$ cat config.mk
export PLATFORM = sky130hd
export DESIGN_NAME = player_bullet
export DESIGN_NICKNAME = d
export VERILOG_FILES = /design/src/rtl/spaceinv_pkg.sv /design/src/rtl/rise_edge.sv /design/src/rtl/player_bullet.sv
export SDC_FILE = /design/constraint.sdc
export NUM_CORES = 1
export LEC_CHECK = 0
export ABC_AREA = 1
export CORE_ASPECT_RATIO = 0.75
export CORE_MARGIN = 1.5
export CORE_UTILIZATION = 30
export CTS_CLUSTER_SIZE = 25
export DETAILED_ROUTE_END_ITERATION = 12
export SETUP_SLACK_MARGIN = 0.4
export SLEW_MARGIN = 10
export SYNTH_ARGS = -nofsm -noshare
export SYNTH_HDL_FRONTEND = slang
export SYNTH_SLANG_ARGS = --single-unit
$ cat constraint.sdc
create_clock -name clk -period 3.1 [get_ports clk]
set_input_delay 0.62 -clock clk [delete_from_list [all_inputs] [get_ports clk]]
set_output_delay 0.62 -clock clk [all_outputs]
set_load 0.02 [all_outputs]
$ cat src/rtl/spaceinv_pkg.sv
// spaceinv_pkg: shared coordinates, park positions and bullet state type for the invaders datapath
package spaceinv_pkg;
  localparam int XW = 10;
  localparam int YW = 9;
  localparam int UPDATE_X = 240;
  localparam int UPDATE_Y = 180;
  localparam logic [XW-1:0] PARK_X = 10'h3FF;
  localparam logic [YW-1:0] PARK_Y = 9'h1FF;
  typedef enum logic [1:0] {IDLE, FLY, BOOM} bullet_state_t;
  function automatic logic [7:0] sat_inc(input logic [7:0] v);
    return (v == 8'hFF) ? v : v + 8'd1;
  endfunction
  function automatic logic near1(input logic [10:0] a, input logic [10:0] b);
    return (a + 11'd1 >= b) && (a <= b + 11'd1);
  endfunction
endpackage

$ cat src/rtl/rise_edge.sv
// rise_edge: registers a level input and flags the cycle where it first goes high
module rise_edge (
  input  logic clk,
  input  logic reset,
  input  logic d,
  output logic rise
);
  logic q;
  // previous-cycle copy of the input
  always_ff @(posedge clk or posedge reset)
    if (reset) q <= 1'b0;
    else q <= d;
  assign rise = d & ~q;
endmodule

$ cat src/rtl/player_bullet.sv
// player_bullet: single player bullet launch, flight, hit explosion and pixel render
module player_bullet
  import spaceinv_pkg::*;
#(
  parameter int SPEED          = 4,
  parameter int BULLET_H       = 4,
  parameter int LAUNCH_Y       = 200,
  parameter int TOP_Y          = 8,
  parameter int GUN_OFS        = 5,
  parameter int EXPLODE_FRAMES = 8
) (
  input  logic          clk,
  input  logic          reset,
  input  logic          fire,
  input  logic [XW-1:0] player_x,
  input  logic [XW-1:0] vga_x,
  input  logic [YW-1:0] vga_y,
  input  logic          b_hit,
  output logic [XW-1:0] bx,
  output logic [YW-1:0] by,
  output logic          active,
  output logic          shot,
  output logic          pixel,
  output logic [7:0]    shots,
  output logic [7:0]    hits
);
  bullet_state_t state, state_d;
  logic [XW-1:0] bx_d, ex, ex_d;
  logic [YW-1:0] by_d, ey, ey_d;
  logic [7:0]    boom_cnt, cnt_d;
  logic          fire_edge, tick, launch, hit;
  logic [YW:0]   by_end;
  logic          fly_pix, boom_pix;

  rise_edge u_fire (
    .clk  (clk),
    .reset(reset),
    .d    (fire),
    .rise (fire_edge)
  );

  // frame update strobe shared with the enemy array
  assign tick = (vga_x == XW'(UPDATE_X)) && (vga_y == YW'(UPDATE_Y));
  assign active = (state == FLY);

  // next state and datapath: hit beats motion, motion only on tick, fire only from IDLE
  always_comb begin
    state_d = state;
    bx_d    = bx;
    by_d    = by;
    ex_d    = ex;
    ey_d    = ey;
    cnt_d   = boom_cnt;
    launch  = 1'b0;
    hit     = 1'b0;
    case (state)
      IDLE: begin
        if (fire_edge) begin
          state_d = FLY;
          bx_d    = player_x + XW'(GUN_OFS);
          by_d    = YW'(LAUNCH_Y);
          launch  = 1'b1;
        end
      end
      FLY: begin
        if (b_hit) begin
          state_d = BOOM;
          ex_d    = bx;
          ey_d    = by;
          bx_d    = PARK_X;
          by_d    = PARK_Y;
          cnt_d   = 8'(EXPLODE_FRAMES - 1);
          hit     = 1'b1;
        end else if (tick) begin
          if (by < YW'(TOP_Y + SPEED)) begin
            state_d = IDLE;
            bx_d    = PARK_X;
            by_d    = PARK_Y;
          end else begin
            by_d = by - YW'(SPEED);
          end
        end
      end
      BOOM: begin
        if (tick) begin
          state_d = (boom_cnt == 8'd0) ? IDLE : BOOM;
          cnt_d   = (boom_cnt == 8'd0) ? boom_cnt : boom_cnt - 8'd1;
        end
      end
      default: begin
        state_d = IDLE;
        bx_d    = PARK_X;
        by_d    = PARK_Y;
      end
    endcase
  end

  // state, coordinates and saturating launch/hit counters
  always_ff @(posedge clk or posedge reset) begin
    if (reset) begin
      state    <= IDLE;
      bx       <= PARK_X;
      by       <= PARK_Y;
      ex       <= '0;
      ey       <= '0;
      boom_cnt <= '0;
      shot     <= 1'b0;
      shots    <= '0;
      hits     <= '0;
    end else begin
      state    <= state_d;
      bx       <= bx_d;
      by       <= by_d;
      ex       <= ex_d;
      ey       <= ey_d;
      boom_cnt <= cnt_d;
      shot     <= launch;
      shots    <= launch ? sat_inc(shots) : shots;
      hits     <= hit ? sat_inc(hits) : hits;
    end
  end

  // bullet column segment while flying, 3x3 block around the hit point while exploding
  assign by_end   = {1'b0, by} + (YW+1)'(BULLET_H);
  assign fly_pix  = (vga_x == bx) && (vga_y >= by) && ({1'b0, vga_y} < by_end);
  assign boom_pix = near1(11'(vga_x), 11'(ex)) && near1(11'(vga_y), 11'(ey));
  assign pixel    = (state == FLY) ? fly_pix : (state == BOOM) ? boom_pix : 1'b0;
endmodule

Word-level counts from Yosys, hierarchy flattened
Index checks and enable logic that the tools add are counted.

Register bits after elaboration: 66. Input port bits: 33. Output and inout bits: 38. Word-level logic and storage cells: 88.

Eq/ne operators: 13. $lt $le $gt $ge: 7. Muxes and demuxes: 27. Reduce and logical (&&, ||, !) cells: 16. $add $sub $neg: 10. Bitwise gates (word level): 5.

Operators with widths (number): $mux 10 (4); $mux 9 (4); $pmux 10 s3 (1); $pmux 9 s3 (1); $mux 8 (3); $add 10x1->11 const B (2); $add 9x1->10 const B (2); $add 8x1->8 const B (2); $eq 8x8->1 const B (2); $pmux 8 s2 (1); $mux 2 (6); $reduce_and 4->1 (3); $ge 11x10->1 (1); $le 10x11->1 (1); $add 10x3->10 const B (1); $add 9x3->10 const B (1); $eq 10x10->1 (1); $eq 10x8->1 const B (1); $ge 10x9->1 (1); $le 9x10->1 (1); $lt 9x10->1 (1); $eq 9x8->1 const B (1); $ge 9x9->1 (1); $lt 9x4->1 const B (1); 16 further kinds (35).

Longest topological paths before layout
Depth in word-level cells: 6. Mapped depth: 17. Depth with buffers taken out: 16.

By module
From an unflattened synthesis, not the netlist that was laid out.

Cells, all modules: 732. Area total of the unflattened synthesis: 5544.1 µm².

By module, submodules not included: player_bullet (sequential area each 1599.0 µm², times used 1, area each 5505.3 µm², cells an instance 728); rise_edge (sequential area each 25.0 µm², times used 1, area each 38.8 µm², cells an instance 4).

Least setup slack after synthesis
Ideal clock, no wire load.

Kind: input to output. Start: input port vga_x[2]. End: output port pixel. Slack: 221 ps. Arrival time: 2259 ps. Data required time: 2480 ps. Path buffers: 1. Stages: 17. Cells stage by stage: clkbuf_2 -> nand3_1 -> inv_1 -> nand3_1 -> nor2_1 -> nand2_1 -> xor2_1 -> inv_1 -> ha_1 -> nand3_1 -> nor2_1 -> a21oi_1 -> nor2_1 -> nor2_1 -> nand2_1 -> nand4_1 -> nand2_1.

Word-level cells in the longest chain between the ends: 6. Elaborated cells between the ends (all ways): 10. Classes of those cells: add/sub (1); order compare (2); eq/ne (1); mux (2); reduce/logical (4).

Ends and longest elaborated chain: start: declaration (line player_bullet.sv:16) `input logic [XW-1:0] vga_x,`; $add 10x1->11 (line spaceinv_pkg.sv:14) `return (a + 11'd1 >= b) && (a <= b + 11'd1);`; $ge 11x10->1 (line spaceinv_pkg.sv:14); $logic_and 1x1->1 (line spaceinv_pkg.sv:14); $logic_and 1x1->1 (line player_bullet.sv:126) `assign boom_pix = near1(11'(vga_x), 11'(ex)) && near1(11'(vga_y), 11'(ey));`; $mux 1 (line player_bullet.sv:127) `assign pixel = (state == FLY) ? fly_pix : (state == BOOM) ? boom_pix : 1'b0;`; $mux 1 * (line player_bullet.sv:127); end: declaration (line player_bullet.sv:23) `output logic pixel,`.

Every way passes the cells marked *; elsewhere a longest branch is shown, timed or not.

Worst setup path in the final report
Start: input port vga_x[7]. End: output port pixel.

The elaborated chain is that of the path after synthesis.

==> metrics.md <==
| Metric | Value |
|---|---|
| Outcome | `finished, violations left` |
| Failing checks | `setup timing` |
| I/O Pins | `71` |
| CP Data Arrival Time | `2.63 ns` |
| Area Overhead vs Synth | `39.3%` |
| Yosys top cell area share | `21.2%` |
| Fin crit share | `105%` |
| Most frequent cells after synthesis | `160 x nand2_1, 108 x inv_1, 67 x ha_1, 56 x nor2_1, 50 x xor2_1` |
| DRT Pass-1 Iters | `5` |
| Vias in the first global route | `4973` |
| Synth Area in Compound Gates | `9.70%` |
| Slew margin rel. | `72.0%` |
| Mean Syn Cell Area | `7.57 µm²` |
| Post-synthesis mux area share | `0%` |
| Rows | `42` |
| Hold WS | `0.517 ns` |
| Final WL | `14500 µm` |
| Via count | `5044` |
| Die area | `0.0189 mm²` |
| Worst Tran Pin Value | `0.417 ns` |
| Post-synth EDFFs | `0` |
| CTS Root Cell | `clkbuf_16` |
| Routed WL per cell | `12.8 µm` |
| Startpoint types | `input pin` |
| Maximum fanout along the worst path | `3` |
| CP required | `2.48 ns` |
| PortBufs | `70` |
| Inserted Diodes | `0` |
| Async S/R FF share, synth | `100%` |
| Sequence of cells on the critical path | `clkdlybuf4s50_1 > nand2_2 > nor3_2 > xnor2_1 > inv_1 > ha_4 > nand3_1 > nor2_1 > a21oi_2 > nor2_1 > nor2_1 > nand2_1 > nand4_1 > nand2_2 > buf_6` |
| Clock sink total | `64` |
| VDD IR max | `0.426 mV` |
| H-tree depth | `3` |
| Core Region | `0.0177 mm²` |
| RSZ-0062 raised after global routing | `true` |
| Sequential fraction of the synthesis area | `29.9%` |
| Initial DRC count | `208` |
| Post-layout util | `42.8%` |
| Synth Area in XOR/XNOR | `10.3%` |
| Crit path top cell by count | `nor2_1` |
| Vias per Instance | `4.47` |
| Nets@finish | `982` |
| Leak Pwr | `0.00373 µW` |
| Hold crit path type | `register to register` |
| Area leader, netlist | `dfrtp_1` |
| Simple-gate share of the synthesized area | `25.6%` |
| Total negative slack | `-0.146 ns` |
| Maximum Capacitance Violations | `0` |
| Final Setup Violations | `1` |
| Post-synth cell types | `45` |
| GRT Util Overall | `16.4%` |
| Worst path bufs/invs | `3` |
| Final Hold Viols | `0` |
| Syn Nets | `817` |
| Post-route minimum period | `3.25 ns` |
| Clock Path Buffers | `2` |
| Die X | `158 µm` |
| Largest family of logic cells by synthesized area | `simple AND/OR/NAND/NOR gates` |
| Final WS setup | `-0.146 ns` |
| Initial antenna violation count | `0` |
| Clk_lat worst skew | `0.32 ns` |
| CTS buffer count | `9` |
| Total congestion overflow | `0` |
| DP HPWL | `11700 µm` |
| CTS tree | `yes` |
| Yosys reg bits | `64` |
| Syn Inst Count | `717` |
| Fin. max-slew vios | `0` |
| Critical path's largest stage delay | `0.49 ns` |
| CTS clock-pin slew for the worst setup and hold paths | `0.05 ns` |
| FMAX | `0.308 GHz` |
| Largest net degree at the start of global routing | `49` |
| Critical path endpoint category | `output pin` |
| Synth top area cells | `dfrtp_1 21%, ha_1 15%, nand2_1 11%` |
| Placer congestion estimate | `0.875` |
| Starting Density | `30.7%` |
| Dominant synthesized flop cell | `dfrtp_1` |
| Crit-path leading delay family | `simple AND/OR/NAND/NOR gates` |
| Critical path class | `input pin to output pin` |
| Mapped cell area | `0.00543 mm²` |
| Most frequent cell after synthesis | `nand2_1` |
| Drc violations | `0` |
| Share of post-route cells with drive strength above 1 | `21.4%` |
| First-pass GRT wire length | `24500 µm` |
| Pwr dens | `761 mW/mm²` |
| Adder-cell area share of the yosys netlist | `15.4%` |
| Setup skew after layout | `0.00579 ns` |
| CP max stage cell | `clkdlybuf4s50_1` |
| DIE HEIGHT | `119 µm` |
| Antenna viol nets, final | `0` |
| Yosys warns | `0` |
==> final timing paths <==
| check | cells past startpoint | end | slack (ns) | startpoint |
|---|---|---|---|---|
| min in group asynchronous | 2 | shots[1] | 0.60 | reset |
| min | 2 | ey[7] | 0.52 | ey[7] |
| max | 15 | pixel | -0.15 | vga_x[7] |
| max in group asynchronous | 3 | bx[8] | 1.85 | reset |
| max reg2reg | 11 | bx[4] | 1.19 | by[2] |
| min reg2reg | 2 | ey[7] | 0.52 | ey[7] |
==> registers in the layout (all words and copies together) (netlist names) <==
name and flops:
ex 10, boom_cnt 8, ey 8, shots 8, state 2, by 8, bx 10, shot 1
u_fire.q 1, hits 8
==> area by class of cell <==
type / count / area [µm²]
Clock buffer: 13 / 260
Timing Repair Buffer: 164 / 1410
Multi-Input combinational cell: 531 / 3500
Fill cell: 1809 / 10100
Clock inverter: 3 / 40.0
Sequential cell: 64 / 1630
Inverter: 112 / 423
Tap cell: 242 / 303
==> report_power, final <==
| part | internal (µW) | switching (µW) |
|---|---|---|
| registers | 1210 | 327 |
| logic | 1460 | 1740 |
| clock network | 663 | 345 |
==> per-stage QoR <==
step,setup slack [ns],instances,power [µW],instance area [µm²]
3_3_place_gp,-0.914,1108,4570,7080
6_report,-0.146,1129,5750,7560
5_1_grt,-0.311,1129,6310,7560
2_1_floorplan,0.311,717,3380,5470
4_1_cts,-0.193,1126,5750,7500
3_5_place_dp,-0.955,1108,4620,7080
==> cell families (layout without fill, tap and decap cells) <==
family | count (synthesis) | after routing
simple gates | 316 | 316
compound gates | 84 | 84
flops | 64 | 64
buf+inv | 122 | 292
xor+xnor | 64 | 64
fa+ha+maj | 67 | 67
==> cell usage in the layout (no fill, tap or decap), types with 3 or more instances in the layout <==
cell type / n
nand4_1: 14
a21oi_2: 9
dlygate4sd2_1: 6
clkdlybuf4s50_1: 56
a21o_1: 6
dfrtp_1: 44
dfstp_2: 18
inv_1: 106
buf_6: 5
ha_4: 4
nor2_1: 51
nor2_4: 5
nand2_2: 8
nand3_4: 4
o21ai_0: 34
inv_2: 4
ha_1: 63
nand2_1: 158
nor3_2: 3
nor2_2: 5
nand3_2: 5
buf_4: 89
clkbuf_16: 9
o31ai_1: 4
a21oi_1: 20
xnor2_1: 14
nor3_1: 14
xor2_1: 50
nand3_1: 39
==> tightest hold or removal path, stage by stage (launching register included) <==
cell and delay [ns]:
dfrtp_1 0.36, nand2_1 0.06, o21ai_0 0.06
==> per-layer routing <==
layer | part of all wire, % | global-route usage, %
met1 | 53 | 24.7
met5 | 0 | 0
met4 | 1.0 | 3.39
met3 | 4.9 | 3.53
met2 | 41 | 23.7
==> what timing repair did <==
item | 4_1_cts | 5_1_grt
endpoints found under the setup margin | 1 | 1
setup buffers | 2 | 3
resized for setup | 46 | 19
hold buffers | 0 | 0
pin swaps | 14 | 14
Power figures use the tool's default switching activity.
